==> config.mk <==
export PLATFORM = sky130hd
export DESIGN_NAME = instr_imm_decode_reg_flat
export DESIGN_NICKNAME = d
export VERILOG_FILES = /design/src/rtl/instr_imm_decode_reg_if.sv /design/src/rtl/instr_imm_decode_reg.sv /design/src/flat_wrapper.sv
export SDC_FILE = /design/constraint.sdc
export NUM_CORES = 1
export LEC_CHECK = 0
export BUFFER_PORTS_ARGS = -buffer_cell sky130_fd_sc_hd__buf_4
export CORE_MARGIN = 3
export CORE_UTILIZATION = 47
export CTS_CLUSTER_DIAMETER = 80
export DETAILED_ROUTE_END_ITERATION = 10
export PLACE_DENSITY = 0.75
export REMOVE_ABC_BUFFERS = 1
export SETUP_SLACK_MARGIN = 0.15
export SLEW_MARGIN = 20
export SYNTH_ARGS = -nofsm -noshare
export SYNTH_HDL_FRONTEND = slang
export SYNTH_SLANG_ARGS = --single-unit
==> constraint.sdc <==
create_clock -name clk -period 1.4 [get_ports clk]
set_input_delay 0.07 -clock clk [delete_from_list [all_inputs] [get_ports clk]]
set_output_delay 0.07 -clock clk [all_outputs]
set_load 0.1 [all_outputs]
==> src/rtl/instr_imm_decode_reg_if.sv <==
// ============================================================================
// Module      : instr_imm_decode_reg_if
// Description : Fetch-side and extender-side handshake bundle for the
//               instruction immediate decode register.
// Revision    : 1.0  initial release
// ============================================================================
`default_nettype none

interface instr_imm_decode_reg_if;
    logic        in_valid;
    logic        in_ready;
    logic [15:0] instr;
    logic        out_valid;
    logic        out_ready;
    logic [3:0]  opcode;
    logic [3:0]  rd;
    logic [3:0]  rs;
    logic [15:0] imm;
    logic        ext_enable;
    logic [15:0] count;

    // master: fetch/extender side driving words in and accepting decodes
    modport master (
        output in_valid,
        output instr,
        output out_ready,
        input  in_ready,
        input  out_valid,
        input  opcode,
        input  rd,
        input  rs,
        input  imm,
        input  ext_enable,
        input  count
    );

    modport slave (
        input  in_valid,
        input  instr,
        input  out_ready,
        output in_ready,
        output out_valid,
        output opcode,
        output rd,
        output rs,
        output imm,
        output ext_enable,
        output count
    );
endinterface

`default_nettype wire

==> src/rtl/instr_imm_decode_reg.sv <==
// ============================================================================
// Module      : instr_imm_decode_reg
// Description : Two-entry skid pipeline register that decodes opcode, register
//               fields and the zero-extender immediate/enable for its head word.
// Revision    : 1.0  initial release
// ============================================================================
`default_nettype none

module instr_imm_decode_reg #(
    parameter logic [3:0] IMM8_LO  = 4'h8,
    parameter logic [3:0] IMM8_HI  = 4'hB,
    parameter logic [3:0] IMM12_OP = 4'hC
) (
    input  wire logic           clk,
    input  wire logic           reset,
    instr_imm_decode_reg_if.slave bus
);

    typedef enum logic [1:0] {
        ST_EMPTY = 2'd0,
        ST_ONE   = 2'd1,
        ST_TWO   = 2'd2
    } state_t;

    state_t      state_q;
    logic        out_valid_q;
    logic        in_ready_q;
    logic [15:0] skid_q;
    logic [3:0]  opcode_q;
    logic [3:0]  rd_q;
    logic [3:0]  rs_q;
    logic [15:0] imm_q;
    logic        ext_enable_q;
    logic [15:0] count_q;
    logic [15:0] count_d;

    logic        w_in_xfer;
    logic        w_out_xfer;
    logic        w_head_load;
    logic [15:0] w_load_word;
    logic [15:0] w_load_imm;
    logic        w_load_en;

    assign w_in_xfer  = bus.in_valid && in_ready_q;
    assign w_out_xfer = out_valid_q && bus.out_ready;
    assign count_d    = count_q + 16'd1;

    // Head is refilled from skid when draining TWO, otherwise from the input.
    assign w_load_word = (state_q == ST_TWO) ? skid_q : bus.instr;

    always_comb begin
        w_head_load = 1'b0;
        case (state_q)
            ST_EMPTY: w_head_load = w_in_xfer;
            ST_ONE:   w_head_load = w_in_xfer && w_out_xfer;
            ST_TWO:   w_head_load = w_out_xfer;
            default:  w_head_load = 1'b0;
        endcase
    end

    always_comb begin
        w_load_imm = 16'h0000;
        w_load_en  = 1'b0;
        if ((w_load_word[15:12] >= IMM8_LO) && (w_load_word[15:12] <= IMM8_HI)) begin
            w_load_imm = {8'h00, w_load_word[7:0]};
            w_load_en  = 1'b1;
        end else if (w_load_word[15:12] == IMM12_OP) begin
            w_load_imm = {4'h0, w_load_word[11:0]};
            w_load_en  = 1'b1;
        end
    end

    always_ff @(posedge clk) begin
        if (reset) begin
            state_q      <= ST_EMPTY;
            out_valid_q  <= 1'b0;
            in_ready_q   <= 1'b1;
            skid_q       <= 16'h0000;
            opcode_q     <= 4'h0;
            rd_q         <= 4'h0;
            rs_q         <= 4'h0;
            imm_q        <= 16'h0000;
            ext_enable_q <= 1'b0;
            count_q      <= 16'h0000;
        end else begin
            if (w_out_xfer) begin
                count_q <= count_d;
            end

            case (state_q)
                ST_EMPTY: begin
                    if (w_in_xfer) begin
                        state_q     <= ST_ONE;
                        out_valid_q <= 1'b1;
                        in_ready_q  <= 1'b1;
                    end
                end
                ST_ONE: begin
                    if (w_out_xfer && !w_in_xfer) begin
                        state_q     <= ST_EMPTY;
                        out_valid_q <= 1'b0;
                        in_ready_q  <= 1'b1;
                    end else if (w_in_xfer && !w_out_xfer) begin
                        state_q     <= ST_TWO;
                        skid_q      <= bus.instr;
                        out_valid_q <= 1'b1;
                        in_ready_q  <= 1'b0;
                    end
                end
                ST_TWO: begin
                    if (w_out_xfer) begin
                        state_q     <= ST_ONE;
                        out_valid_q <= 1'b1;
                        in_ready_q  <= 1'b1;
                    end
                end
                default: begin
                    state_q     <= ST_EMPTY;
                    out_valid_q <= 1'b0;
                    in_ready_q  <= 1'b1;
                end
            endcase

            // Decoded fields only move with the head, so they hold while idle.
            if (w_head_load) begin
                opcode_q     <= w_load_word[15:12];
                rd_q         <= w_load_word[11:8];
                rs_q         <= w_load_word[7:4];
                imm_q        <= w_load_imm;
                ext_enable_q <= w_load_en;
            end
        end
    end

    assign bus.in_ready   = in_ready_q;
    assign bus.out_valid  = out_valid_q;
    assign bus.opcode     = opcode_q;
    assign bus.rd         = rd_q;
    assign bus.rs         = rs_q;
    assign bus.imm        = imm_q;
    assign bus.ext_enable = ext_enable_q;
    assign bus.count      = count_q;

endmodule

`default_nettype wire
==> src/flat_wrapper.sv <==
// flat-port wrapper written by rule: the top's interface ports become plain ports
module instr_imm_decode_reg_flat 
#(
    parameter logic [3:0] IMM8_LO  = 4'h8,
    parameter logic [3:0] IMM8_HI  = 4'hB,
    parameter logic [3:0] IMM12_OP = 4'hC
)
  (clk, reset, bus_in_valid, bus_instr, bus_out_ready, bus_in_ready, bus_out_valid, bus_opcode, bus_rd, bus_rs, bus_imm, bus_ext_enable, bus_count);
  instr_imm_decode_reg_if bus_i ();
  input  wire logic clk;
  input  wire logic reset;
  input wire logic [$bits(bus_i.in_valid)-1:0] bus_in_valid;
  input wire logic [$bits(bus_i.instr)-1:0] bus_instr;
  input wire logic [$bits(bus_i.out_ready)-1:0] bus_out_ready;
  output wire logic [$bits(bus_i.in_ready)-1:0] bus_in_ready;
  output wire logic [$bits(bus_i.out_valid)-1:0] bus_out_valid;
  output wire logic [$bits(bus_i.opcode)-1:0] bus_opcode;
  output wire logic [$bits(bus_i.rd)-1:0] bus_rd;
  output wire logic [$bits(bus_i.rs)-1:0] bus_rs;
  output wire logic [$bits(bus_i.imm)-1:0] bus_imm;
  output wire logic [$bits(bus_i.ext_enable)-1:0] bus_ext_enable;
  output wire logic [$bits(bus_i.count)-1:0] bus_count;
  assign bus_i.in_valid = bus_in_valid;
  assign bus_i.instr = bus_instr;
  assign bus_i.out_ready = bus_out_ready;
  assign bus_in_ready = bus_i.in_ready;
  assign bus_out_valid = bus_i.out_valid;
  assign bus_opcode = bus_i.opcode;
  assign bus_rd = bus_i.rd;
  assign bus_rs = bus_i.rs;
  assign bus_imm = bus_i.imm;
  assign bus_ext_enable = bus_i.ext_enable;
  assign bus_count = bus_i.count;
  instr_imm_decode_reg #(.IMM8_LO(IMM8_LO), .IMM8_HI(IMM8_HI), .IMM12_OP(IMM12_OP)) u_core (.clk(clk), .reset(reset), .bus(bus_i));
endmodule
Word level (Yosys, flattened, before mapping)

Cells that the tools add are included.

$add $sub $neg: 1
Reductions and logical operators: 11
Mux-type cells: 19
Magnitude comparators: 2
Bitwise operators: 1
Equal/unequal tests: 6

Operators with widths:

| cell                                                                     | count |
|---|---|
| 16-bit two-way mux                                                       | 2 |
| 16-bit by 1-bit adder with 16-bit output (second input constant)         | 1 |
| 12-bit two-way mux                                                       | 1 |
| 1-bit one-hot mux with 3 select lines                                    | 3 |
| 1-bit two-way mux                                                        | 8 |
| 2-bit two-way mux                                                        | 4 |
| 1-bit logical AND                                                        | 6 |
| 2-bit one-hot mux with 3 select lines                                    | 1 |
| 3-bit AND reduction                                                      | 2 |
| 4-bit == test (second input constant)                                    | 1 |
| 4-bit greater-or-equal comparator (second input constant)                | 1 |
| 4-bit <= comparator (second input constant)                              | 1 |
| 2-bit by 1-bit inequality test with 1-bit output (second input constant) | 2 |
| 3-bit by 1-bit inequality test with 1-bit output (second input constant) | 1 |
| 2-bit by 1-bit == test with 1-bit output (second input constant)         | 1 |
| 2-bit == test (second input constant)                                    | 1 |
| 1-bit zero test                                                          | 2 |
| 2-bit zero test                                                          | 1 |
| 1-bit inverter                                                           | 1 |

Output and inout port bits: 47
Input port bits: 20
Bits in registers: 65
Word-level logic and storage cells: 50

Longest topological paths before layout

Word-level depth: 6
Depth in mapped cells: 7
Mapped depth without buffers: 5

Worst setup path after synthesis

Ideal clock, no wire load.

Path kind: register -> register
Start point: register u_core.count_q[5] (netlist: u_core.bus.count[5])
End point: register u_core.count_q[15] (netlist: u_core.bus.count[15])
Data required time: 1.279 ns
Setup slack: -0.991 ns
Buffers on the path: 0
Setup time: 0.121 ns
Clock period less this slack: 2.391 ns
Arrival time: 2.270 ns
Cell stages (with the launch flop): 5
Cell sequence: dfxtp_1 -> and4_4 -> nand4_4 -> nor4b_1 -> mux2_2

Longest elaborated chain between the ends: 1

Ends and longest elaborated chain:

| element                                  | RTL line                   | text |
|---|---|---|
| from (decl)                              | instr_imm_decode_reg.sv:34 | `logic [15:0] count_q;` |
| from (signal assigned)                   | instr_imm_decode_reg.sv:87 | `count_q <= count_d;` |
| 16-bit by 1-bit adder with 16-bit output | instr_imm_decode_reg.sv:46 | `assign count_d = count_q + 16'd1;` |

No other way between the ends.
A chain may end at the register's enable or synchronous reset.

Worst setup path in the final report

Start point: register u_core.state_q[0]
End point: register u_core.opcode_q[1] (netlist: u_core.bus.opcode[1])

Longest elaborated chain between the ends: 2
Elaborated cells between the ends (all ways): 5
Classes of those cells: eq/ne: 2; mux: 2; reduce/logical: 1

Ends and longest elaborated chain:

| element                                                                            | RTL line                                               | text |
|---|---|---|
| from (decl)                                                                        | instr_imm_decode_reg.sv:25                             | `state_t state_q;` |
| from (signal assigned)                                                             | instr_imm_decode_reg.sv:75                             | `state_q <= ST_EMPTY;` |
| from (signal assigned)                                                             | instr_imm_decode_reg.sv:93                             | `state_q <= ST_ONE;` |
| from (signal assigned)                                                             | instr_imm_decode_reg.sv:100                            | `state_q <= ST_EMPTY;` |
| 2-bit == test, or another cell as far along                                        | instr_imm_decode_reg.sv:49, instr_imm_decode_reg.sv:53 |  |
| 1-bit one-hot mux with 3 select lines / 16-bit two-way mux (equally long branches) | instr_imm_decode_reg.sv:53, instr_imm_decode_reg.sv:49 |  |
| to (signal assigned)                                                               | instr_imm_decode_reg.sv:126                            | `opcode_q <= w_load_word[15:12];` |
| to (decl)                                                                          | instr_imm_decode_reg.sv:29                             | `logic [3:0] opcode_q;` |

Parallel ways exist; a longest one is shown, timed or not.

==> metrics.cfg <==
[logic_synthesis]
synth.most_common_cell=dfxtp_1
synth_edf_count=0
yosysWarnings=0
async_reset_ff_frac=0
netlist_top_cells_count=61 x dfxtp_1, 47 x nor2_1, 28 x mux2i_1, 19 x nand2_1, 12 x nand3_1
synth_top_cells_by_area=dfxtp_1 47%, mux2i_1 11%, nor2_1 6.7%
synth_area_per_cell_um2=9.339
ys_seq_elements=61
synthCells=280
synthFlopType=dfxtp_1
netlist_area_mm2=0.002615
yosysTopAreaCell=dfxtp_1
ys_types=41
yosysSeqAreaShare=0.4670
netlist.area_leader.share=0.4670

[final_layout]
utilization=0.8404
antennaDiodeCount=0
fin_nets=430
fillers=257
layout-drive-gt1-share=0.4903
syn_to_final_growth_pct=68.33

[clock_network]
cts.sinks=61
root_buffer=clkbuf_8
cts_tree=built
clk_latency_ns=0.34
cts_inserted_buffers=9
htreeDepth=3
clk_pin_slew_ns=0.07
clock_path_buffers=2

[setup_path]
critPathMaxStageDelay_ns=0.37
setup.worst_path.start_class=register
critPathRequiredTime_ns=1.64
cp.arrival_ns=1.84
critPathKind=reg -> reg
crit_fanout=7
crit_chain=nand4bb_1, o211ai_1, buf_4, buf_6, buf_12, nor2_2, a311oi_1
critPathSlowestCell=dfxtp_4
critPathTopFamily=buffers and inverters
end_kind=register
crit_buf_inv=3

[die]
ios=67
core_mm2=0.005238
die_area_mm2=0.006495
die_h_um=80.59
die_w_um=80.59
initial_core_util=0.4993
rows=26

[global_route]
gr-total-overflow=0
grt_usage=0.2512
antenna_found_initial=0
grt_pass1_vias=2601
grt_start_max_net_pins=29
grt_pass1_wl_mm=12.45

[timing]
min_period_ns=1.599
slew_violations=0
fin_crit_sh=1.142
setup_violations=45
fmax_mhz=625.5
final-hold-violation-count=0
fin_ws_ns=-0.1988
rsz0062_at_grt=true
fin_skew_ns=0.008887

[outcome]
status=complete, but fails checks
violations=setup timing

[routing]
ant_nets=0
vias_per_cell=5.643
drt_wl_total_mm=8.607
drt_pre_antenna_iters=4
wl_per_cell_um=17.78
drtIter0Drc=221
remaining_drc_errors=0
vias=2731

[power_and_ir_drop]
ir_worst_vdd_mv=0.9221
powerDensity_mw_per_mm2=1249
report.power.total_uw=5496
p_leak_uw=0.002027

[placement]
portBuffers=62
place_congestion=0.8888
dp_hpwl_mm=4.466

[hold_path]
hold_class=in -> reg

[job]
timing.max_cap.violations=0

[path summary, 6_finish.rpt]
path | startpoint | endpoint | slack [ns] | cells after the start
worst max register to register | u_core.state_q[0] | u_core.bus.opcode[1] | -0.20 | 7
worst max-delay path | u_core.state_q[0] | u_core.bus.opcode[1] | -0.20 | 7
worst min-delay path | bus_instr[13] | u_core.skid_q[13] | 0.02 | 3
worst min register to register | u_core.bus.imm[8] | u_core.bus.imm[8] | 0.47 | 1
[worst min-delay path: cells and delay by family]
family	cells	cell delay (ns)
buffers and inverters	1	0.11
muxes	1	0.06
and+or+nand+nor	1	0.08
[where the power goes]
group | internal (µW) | switching (µW)
clock network | 1230 | 704
registers | 1840 | 99.5
logic | 578 | 1040
total | 3650 | 1850
[sequential cells by signal (all words and copies together), names as in the netlist]
name,cells
u_core.bus.count,16
u_core.bus.ext_enable,1
u_core.bus.imm,12
u_core.bus.in_ready,1
u_core.bus.opcode,4
u_core.bus.out_valid,1
u_core.bus.rd,4
u_core.bus.rs,4
u_core.skid_q,16
u_core.state_q,2
[final cells by class]
class	count	area [µm²]	share of cell area
Clock buffer	12	145.1	0.03297
Clock inverter	4	95.09	0.02160
Inverter	3	11.26	0.002558
Multi-Input combinational cell	196	1573	0.3573
Sequential cell	61	1250	0.2840
Tap cell	70	87.58	0.01990
Timing Repair Buffer	138	1240	0.2817
[kinds of logic after synthesis]
family,count (synthesis),synth area share
AO/OA/AOI/OAI,42,0.1172
XOR/XNOR,10,0.03349
adder cells (fa/ha/maj),2,0.008612
buffers and inverters,26,0.05120
flip-flops,61,0.4670
multiplexers,31,0.1201
other,1,0.001434
AND/OR/NAND/NOR,107,0.2010
[timing repair]
item                       CTS  global route
gates resized for setup     67            50
buffers inserted            15             7
gates cloned                 3             1
pin swaps                   36            20
hold buffers                14             0
setup endpoints to repair   49            58
hold endpoints to repair    14             0
[routing by layer]
metal,share of wire,up-vias,track usage
met4,0.033,0,0.1047
met5,0,-,0
met2,0.52,139,0.4478
li1,-,1244,-
met3,0.064,31,0.05830
met1,0.39,1317,0.2849
[cells in the final DEF (no fill, tap or decap), types with 3 or more instances in the layout]
master / Yosys / layout
a211oi_1: 8 / 3
a211oi_2: 0 / 5
a21oi_1: 8 / 7
a311oi_1: 5 / 3
buf_12: 0 / 5
buf_4: 7 / 95
buf_6: 0 / 23
bufinv_16: 0 / 3
clkbuf_8: 0 / 10
conb_1: 1 / 4
dfxtp_1: 61 / 48
dfxtp_2: 0 / 8
dfxtp_4: 0 / 5
dlygate4sd3_1: 0 / 14
inv_1: 3 / 3
mux2_4: 0 / 3
mux2i_1: 28 / 25
nand2_1: 19 / 19
nand3_1: 12 / 8
nand3_2: 0 / 4
nand4_1: 5 / 5
nor2_1: 47 / 36
nor2_2: 0 / 6
nor2_4: 0 / 5
nor2b_1: 3 / 3
o2bb2ai_2: 0 / 9
xnor2_1: 5 / 4
xor2_1: 5 / 5
[through the flow]
| step | worst slack, ns | area, µm² | instances | hold WS, ns | TNS [ns] |
|---|---|---|---|---|---|
| 2_1_floorplan | -1.856 | 2504 | 260 | 0.1391 | -69.87 |
| 3_3_place_gp | -0.09784 | 3339 | 428 | 0.3098 | -0.3568 |
| 3_5_place_dp | -0.1556 | 3339 | 428 | 0.3171 | -1.127 |
| 4_1_cts | -0.07250 | 4136 | 476 | 0.007403 | -0.2743 |
| 5_1_grt | -0.2976 | 4402 | 484 | 0.008785 | -8.061 |
| 6_report | -0.1988 | 4402 | 484 | 0.02102 | -3.834 |
(Power assumes the default switching activity.)
